## config.mk

```make
export PLATFORM = sky130hd
export DESIGN_NAME = nano_uart_tx_flat
export DESIGN_NICKNAME = d
export VERILOG_FILES = /design/src/rtl/nano_uart_tx_if.sv /design/src/rtl/nano_uart_tx.sv /design/src/flat_wrapper.sv
export SDC_FILE = /design/constraint.sdc
export NUM_CORES = 1
export LEC_CHECK = 0
export ABC_AREA = 1
export CAP_MARGIN = 10
export CORE_MARGIN = 2
export CORE_UTILIZATION = 58
export CTS_CLUSTER_SIZE = 25
export DETAILED_ROUTE_END_ITERATION = 6
export DONT_BUFFER_PORTS = 1
export PLACE_DENSITY = 0.83
export SETUP_SLACK_MARGIN = 0.5
export SLEW_MARGIN = 10
export SYNTH_ARGS = -nofsm -noshare
export SYNTH_HDL_FRONTEND = slang
export SYNTH_SLANG_ARGS = --single-unit
```

## constraint.sdc

```tcl
create_clock -name clock -period 2.97 [get_ports clock]
set_input_delay 0.594 -clock clock [delete_from_list [all_inputs] [get_ports clock]]
set_output_delay 0.594 -clock clock [all_outputs]
set_load 0.01 [all_outputs]
```

## src/rtl/nano_uart_tx_if.sv

```systemverilog
// CPU data-bus view of the UART transmitter: select, word offset, store data,
// write strobe and combinational read data.
interface nano_uart_tx_if;
    logic        sel;
    logic [1:0]  addr;
    logic [31:0] wr_data;
    logic        mem_wr;
    logic [31:0] rd_data;

    // CPU side drives the request and samples read data.
    modport master (
        output sel,
        output addr,
        output wr_data,
        output mem_wr,
        input  rd_data
    );

    // Peripheral side decodes the request and returns read data.
    modport slave (
        input  sel,
        input  addr,
        input  wr_data,
        input  mem_wr,
        output rd_data
    );
endinterface

```

## src/rtl/nano_uart_tx.sv

```systemverilog
// Memory-mapped 8N1 UART transmitter for the nanoCPU data bus.
// Register map (word offsets): 0 TXDATA (push), 1 STATUS, 2 BAUD, 3 unused.
// Bytes go through a small FIFO; the serialiser pops directly from it so
// queued frames are sent back to back with no idle clocks in between.
module nano_uart_tx #(
    parameter int CLKS_PER_BIT = 16,
    parameter int FIFO_DEPTH   = 4
) (
    input  logic          clock,
    input  logic          reset,
    nano_uart_tx_if.slave bus,
    output logic          txd,
    output logic          irq
);

    localparam int              PW        = (FIFO_DEPTH > 1) ? $clog2(FIFO_DEPTH) : 1;
    localparam int              CW        = $clog2(FIFO_DEPTH + 1);
    localparam logic [15:0]     BAUD_RST  = (CLKS_PER_BIT < 1) ? 16'd1 : 16'(CLKS_PER_BIT);
    localparam logic [PW-1:0]   PTR_LAST  = PW'(FIFO_DEPTH - 1);
    localparam logic [CW-1:0]   CNT_FULL  = CW'(FIFO_DEPTH);

    typedef enum logic [1:0] {
        IDLE  = 2'd0,
        START = 2'd1,
        DATA  = 2'd2,
        STOP  = 2'd3
    } state_t;

    typedef struct packed {
        logic [23:0] rsvd;
        logic [3:0]  count;
        logic        ovf;
        logic        empty;
        logic        full;
        logic        busy;
    } status_t;

    state_t          state;
    state_t          state_nxt;

    logic [7:0]      fifo_mem [FIFO_DEPTH];
    logic [PW-1:0]   wr_ptr;
    logic [PW-1:0]   rd_ptr;
    logic [CW-1:0]   count;
    logic            full;
    logic            empty;

    logic            ovf;
    logic [15:0]     baud_reg;
    logic [15:0]     active_div;
    logic [15:0]     baud_cnt;
    logic [2:0]      bit_idx;
    logic [7:0]      shreg;

    logic            wr_en;
    logic            push_req;
    logic            push;
    logic            pop;
    logic            busy;
    logic            bit_done;
    logic            ovf_set;
    logic            ovf_clr;
    logic [31:0]     rd_word;
    status_t         status;
    logic            unused_bits;

    // ------------------------------------------------------------------
    // Bus decode
    // ------------------------------------------------------------------
    assign wr_en    = bus.sel & bus.mem_wr;
    assign push_req = wr_en && (bus.addr == 2'd0);
    assign full     = (count == CNT_FULL);
    assign empty    = (count == '0);
    // Full is judged on the pre-edge count, even if a pop frees a slot this edge.
    assign push     = push_req & ~full;
    assign ovf_set  = push_req & full;
    assign ovf_clr  = wr_en && (bus.addr == 2'd1) && bus.wr_data[3];

    // Upper store-data bits have no register behind them.
    assign unused_bits = ^bus.wr_data[31:16];

    // Current bit has been held for the full divider period.
    assign bit_done = (baud_cnt == active_div - 16'd1);

    // ------------------------------------------------------------------
    // FSM
    // ------------------------------------------------------------------
    // State register.
    always_ff @(posedge clock) begin
        if (reset) state <= IDLE;
        else       state <= state_nxt;
    end

    // Next-state: a non-empty FIFO always starts (or chains) a frame.
    always_comb begin
        state_nxt = state;
        unique case (state)
            IDLE:  if (!empty) state_nxt = START;
            START: if (bit_done) state_nxt = DATA;
            DATA:  if (bit_done && bit_idx == 3'd7) state_nxt = STOP;
            STOP:  if (bit_done) state_nxt = empty ? IDLE : START;
            default: state_nxt = IDLE;
        endcase
    end

    // Outputs: line level, busy, and the pop that loads a new frame.
    always_comb begin
        txd  = 1'b1;
        busy = 1'b1;
        pop  = 1'b0;
        unique case (state)
            IDLE: begin
                busy = 1'b0;
                pop  = !empty;
            end
            START: txd = 1'b0;
            DATA:  txd = shreg[0];
            STOP:  pop = bit_done && !empty;
            default: busy = 1'b0;
        endcase
    end

    assign irq = empty & ~busy;

    // ------------------------------------------------------------------
    // Serialiser datapath
    // ------------------------------------------------------------------
    // Bit timer, bit index and shifter; divider is latched per frame on pop.
    always_ff @(posedge clock) begin
        if (reset) begin
            baud_cnt   <= '0;
            bit_idx    <= '0;
            shreg      <= '0;
            active_div <= BAUD_RST;
        end else if (pop) begin
            shreg      <= fifo_mem[rd_ptr];
            active_div <= baud_reg;
            baud_cnt   <= '0;
            bit_idx    <= '0;
        end else if (state != IDLE) begin
            if (bit_done) begin
                baud_cnt <= '0;
                if (state == DATA) begin
                    shreg   <= shreg >> 1;
                    bit_idx <= bit_idx + 3'd1;
                end
            end else begin
                baud_cnt <= baud_cnt + 16'd1;
            end
        end
    end

    // ------------------------------------------------------------------
    // TX FIFO
    // ------------------------------------------------------------------
    // Storage needs no reset; the pointers and count define validity.
    always_ff @(posedge clock) begin
        if (push) fifo_mem[wr_ptr] <= bus.wr_data[7:0];
    end

    // Pointers and occupancy; simultaneous push and pop leave count alone.
    always_ff @(posedge clock) begin
        if (reset) begin
            wr_ptr <= '0;
            rd_ptr <= '0;
            count  <= '0;
        end else begin
            if (push) wr_ptr <= (wr_ptr == PTR_LAST) ? '0 : wr_ptr + PW'(1);
            if (pop)  rd_ptr <= (rd_ptr == PTR_LAST) ? '0 : rd_ptr + PW'(1);
            unique case ({push, pop})
                2'b10:   count <= count + CW'(1);
                2'b01:   count <= count - CW'(1);
                default: count <= count;
            endcase
        end
    end

    // ------------------------------------------------------------------
    // Control registers
    // ------------------------------------------------------------------
    // Sticky overflow; a set wins over a clear on the same edge.
    always_ff @(posedge clock) begin
        if (reset) ovf <= 1'b0;
        else       ovf <= ovf_set | (ovf & ~ovf_clr);
    end

    // Baud divider; zero would stall the bit timer, so it is stored as one.
    always_ff @(posedge clock) begin
        if (reset) begin
            baud_reg <= BAUD_RST;
        end else if (wr_en && bus.addr == 2'd2) begin
            baud_reg <= (bus.wr_data[15:0] == 16'd0) ? 16'd1 : bus.wr_data[15:0];
        end
    end

    // ------------------------------------------------------------------
    // Read mux (combinational, pre-edge state)
    // ------------------------------------------------------------------
    // Status word assembly and offset select; nothing is driven without sel.
    always_comb begin
        status       = '0;
        status.busy  = busy;
        status.full  = full;
        status.empty = empty;
        status.ovf   = ovf;
        status.count = 4'(count);
        rd_word      = '0;
        if (bus.sel) begin
            unique case (bus.addr)
                2'd1:    rd_word = status;
                2'd2:    rd_word = {16'h0000, baud_reg};
                default: rd_word = '0;
            endcase
        end
    end

    assign bus.rd_data = rd_word;

endmodule

```

## src/flat_wrapper.sv

```systemverilog
// flat-port wrapper written by rule: the top's interface ports become plain ports
module nano_uart_tx_flat 
#(
    parameter int CLKS_PER_BIT = 16,
    parameter int FIFO_DEPTH   = 4
)
  (clock, reset, txd, irq, bus_sel, bus_addr, bus_wr_data, bus_mem_wr, bus_rd_data);
  nano_uart_tx_if bus_i ();
  input  logic clock;
  input  logic reset;
  output logic txd;
  output logic irq;
  input wire logic [$bits(bus_i.sel)-1:0] bus_sel;
  input wire logic [$bits(bus_i.addr)-1:0] bus_addr;
  input wire logic [$bits(bus_i.wr_data)-1:0] bus_wr_data;
  input wire logic [$bits(bus_i.mem_wr)-1:0] bus_mem_wr;
  output wire logic [$bits(bus_i.rd_data)-1:0] bus_rd_data;
  assign bus_i.sel = bus_sel;
  assign bus_i.addr = bus_addr;
  assign bus_i.wr_data = bus_wr_data;
  assign bus_i.mem_wr = bus_mem_wr;
  assign bus_rd_data = bus_i.rd_data;
  nano_uart_tx #(.CLKS_PER_BIT(CLKS_PER_BIT), .FIFO_DEPTH(FIFO_DEPTH)) u_core (.clock(clock), .reset(reset), .bus(bus_i), .txd(txd), .irq(irq));
endmodule
```

==> summary.txt <==
Outcome
  • Status: complete, no violations

Global routing
  • GRT overflow: 0
  • Global Route Usage Sum: 0.2615
  • Vias in the first global route: 4561
  • Antenna violations before repair: 0
  • Pin count of the biggest net entering global routing: 44
  • Global-route wire length before repair: 21.22 mm

Clock tree
  • TritonCTS Buffers: 9
  • TritonCTS Sinks: 103
  • Root Buffer: clkbuf_8
  • H-Tree Depth: 3
  • Max clock buf depth: 2
  • CTS clk-pin slew, worst paths: 0.11 ns
  • CTS tree: yes
  • Clk_lat worst skew: 0.38 ns
  • Post-CTS Hold Fix Bufs: 0

Route
  • WL met2: 6.474 mm
  • Drc violations: 0
  • Routed Antenna Nets: 0
  • Vias per inst: 5.422
  • Max Used Layer: met4
  • Final WL: 13.15 mm
  • WL met1: 5.405 mm
  • DR vias: 4641
  • Total iterations of the first detailed-routing run: 5
  • Detailed Route Iter0 Violations: 281
  • Met3 WL: 793 um
  • WL/cell: 15.36 um

Pwr
  • Worst VDD drop: 0.0007940 V
  • Leakage Power: 2.480 nW
  • Tot Pwr: 4.942 mW
  • PD cells: 802.0 nW/um2

Synth
  • Flops & latches, synth: 103
  • Sequential fraction of the synthesis area: 0.4301
  • Count of different cell masters after synthesis: 41
  • Mapped Cells: 705
  • Synth Flop Type: dfxtp_1
  • Avg Synthesized Cell Area: 7.857 um2
  • Ys async rst share: 0
  • Post-synth EDFFs: 32
  • Mapped Area: 5539 um2
  • Yosys warning count: 0

STA
  • # setup viols final: 0
  • Tmin final: 2.869 ns
  • Final worst slack: 0.1008 ns
  • Tcrit/Tclk final: 0.9661
  • Final hold viol count: 0
  • Max-slew violations: 0
  • Peak Freq: 348.5 MHz
  • Worst Clk Skew: 0.01591 ns
  • Relative slew margins: 0.5028
  • Least-Margin Pin Slew: 0.7431 ns
  • Hold_ws: 0.2625 ns
  • RSZ-0062 raised after global routing: yes

Critical path
  • Critical path cell sequence: inv_4, ha_4, xnor2_1, nor2_1, nand2_1, nor2_2, nand2_1, nor2_4, nand4_4, nand2_4, nand2_4, inv_4, ha_4, inv_4, fa_2, a21oi_2, o21ai_2, o21ai_1, a21oi_1
  • CP peak stage delay: 0.39 ns
  • Worst path bufs/invs: 3
  • Family with the most delay on the worst path: simple AND/OR/NAND/NOR gates
  • CP max-delay cell: dfxtp_2
  • FF-to-FF setup slack: 0.10 ns
  • CP Launch Type: register
  • Crit-path max FO: 4
  • Reg-to-Reg Start: u_core.active_div[0]$_SDFFE_PP0N_
  • WP data arrival: 3.15 ns
  • Crit path from: u_core.active_div[0]$_SDFFE_PP0N_
  • Worst setup EP type: register
  • Critical path start-end classification: reg -> reg
  • Data required time of the critical path: 3.25 ns
  • Most used cell, CP: inv_4

Final layout
  • Share of cells above drive strength 1: 0.1692
  • Final instance area: 6162 um2
  • Reg with most FFs: u_core.fifo_mem
  • Largest register FFs: 32
  • Final #Nets: 779
  • ANT cells: 0
  • Most common cell after layout, fill and taps aside: nand2_1
  • Most frequent cells in the layout: 115 x nand2_1, 101 x nor2_1, 65 x dfxtp_1
  • Area Growth Syn to Fin: 11.25%

Floorplan
  • Initial Util: 0.5995
  • Row count: 35
  • DIE WIDTH: 101.7 um
  • Area of the core: 9240 um2
  • Ports: 72
  • Height of the die: 101.7 um
  • Die area: 10350 um2

Place
  • IO buf count: 0
  • DP Worst Slack: 0.09287 ns
  • Placed instance area: 5665 um2
  • Hpwl dp: 9.532 mm
  • GPL Wtd Cong: 0.8802

Hold path
  • Hold Crit Class: in -> reg
  • Hold_sp: reset

Flow run
  • Max-cap viol count: 0
worst paths after layout:
check,endpoint,depth (start not counted)
hold / removal,u_core.state[0]$_SDFFE_PP0P_,1
hold reg to reg,u_core.ovf$_SDFF_PP0_,2
setup reg to reg,u_core.count[2]$_SDFFE_PP0P_,19
setup / recovery,u_core.count[2]$_SDFFE_PP0P_,19
Yosys cell counts (2+ instances only):
library cell  instances  area share
nand3b_1             11       0.015
nand2_1             120       0.081
nor2_1              111       0.075
clkbuf_1             16       0.011
inv_1                68       0.046
edfxtp_1             32        0.17
a21oi_1              35       0.032
a211oi_1              3      0.0041
ha_1                 18       0.041
o21ai_0              53       0.048
xnor2_1              12       0.019
nor2_2                9       0.010
buf_2                 3      0.0027
inv_2                 2      0.0014
nor2_4               13       0.026
o22ai_1               9       0.010
buf_4                16       0.022
nand3_1              36       0.033
nand2_2               6      0.0068
nor4_1                5      0.0056
buf_6                 2      0.0041
o211ai_1              2      0.0027
nor3_1                7      0.0063
dfxtp_1              71        0.26
nand2_4               3      0.0061
nand4_1               7      0.0079
or2_2                 2      0.0023
clkinv_1              3      0.0020
xor2_1               18       0.028
routing by layer:
| metal | vias up | GRT usage |
|---|---|---|
| met1 | 2171 | 0.3245 |
| met3 | 31 | 0.04900 |
| met4 | 0 | 0.1279 |
| li1 | 2286 | - |
| met5 | - | 0 |
| met2 | 153 | 0.4372 |
worst register-to-register path, stage by stage (launching register included):
cell and delay (ns):
dfxtp_2 0.39, inv_4 0.06, ha_4 0.21, xnor2_1 0.11
nor2_1 0.16, nand2_1 0.10, nor2_2 0.11, nand2_1 0.10
nor2_4 0.19, nand4_4 0.13, nand2_4 0.10, nand2_4 0.05
inv_4 0.07, ha_4 0.13, inv_4 0.04, fa_2 0.38
a21oi_2 0.16, o21ai_2 0.09, o21ai_1 0.15, a21oi_1 0.05
through the flow:
step	setup TNS, ns	util	cells
2_1_floorplan	0	-	720
3_3_place_gp	0	0.6131	823
3_5_place_dp	0	0.6131	823
4_1_cts	0	0.6496	849
5_1_grt	-0.08638	0.6669	856
6_report	0	0.6669	856
area by class of cell:
class	count	area (um2)
Clock buffer	9	123.9
Clock inverter	7	93.84
Fill cell	714	3078
Inverter	73	281.5
Multi-Input combinational cell	506	2882
Sequential cell	103	2390
Tap cell	129	161.4
Timing Repair Buffer	29	230.2
report_power, final:
group | internal, mW | switching [mW] | leakage, nW
sequential | 1.61 | 0.174 | 0.868
clock | 0.354 | 0.583 | 0.110
combinational | 0.825 | 1.40 | 1.50
total | 2.79 | 2.16 | 2.48
cells by family after synthesis:
kind of cell | share of synthesized area
XOR/XNOR | 0.04744
AO/OA/AOI/OAI | 0.1016
buffers and inverters | 0.09239
adder cells (fa/ha/maj) | 0.04427
flip-flops | 0.4301
other | 0.0006770
AND/OR/NAND/NOR | 0.2835
timing repair:
action,in CTS,in global routing
hold endpoints to repair,0,0
gates resized for setup,13,31
setup buffers,10,7
endpoints found under the setup margin,19,52
pin swaps,13,16
No activity file was read; power rests on OpenSTA's default activity.
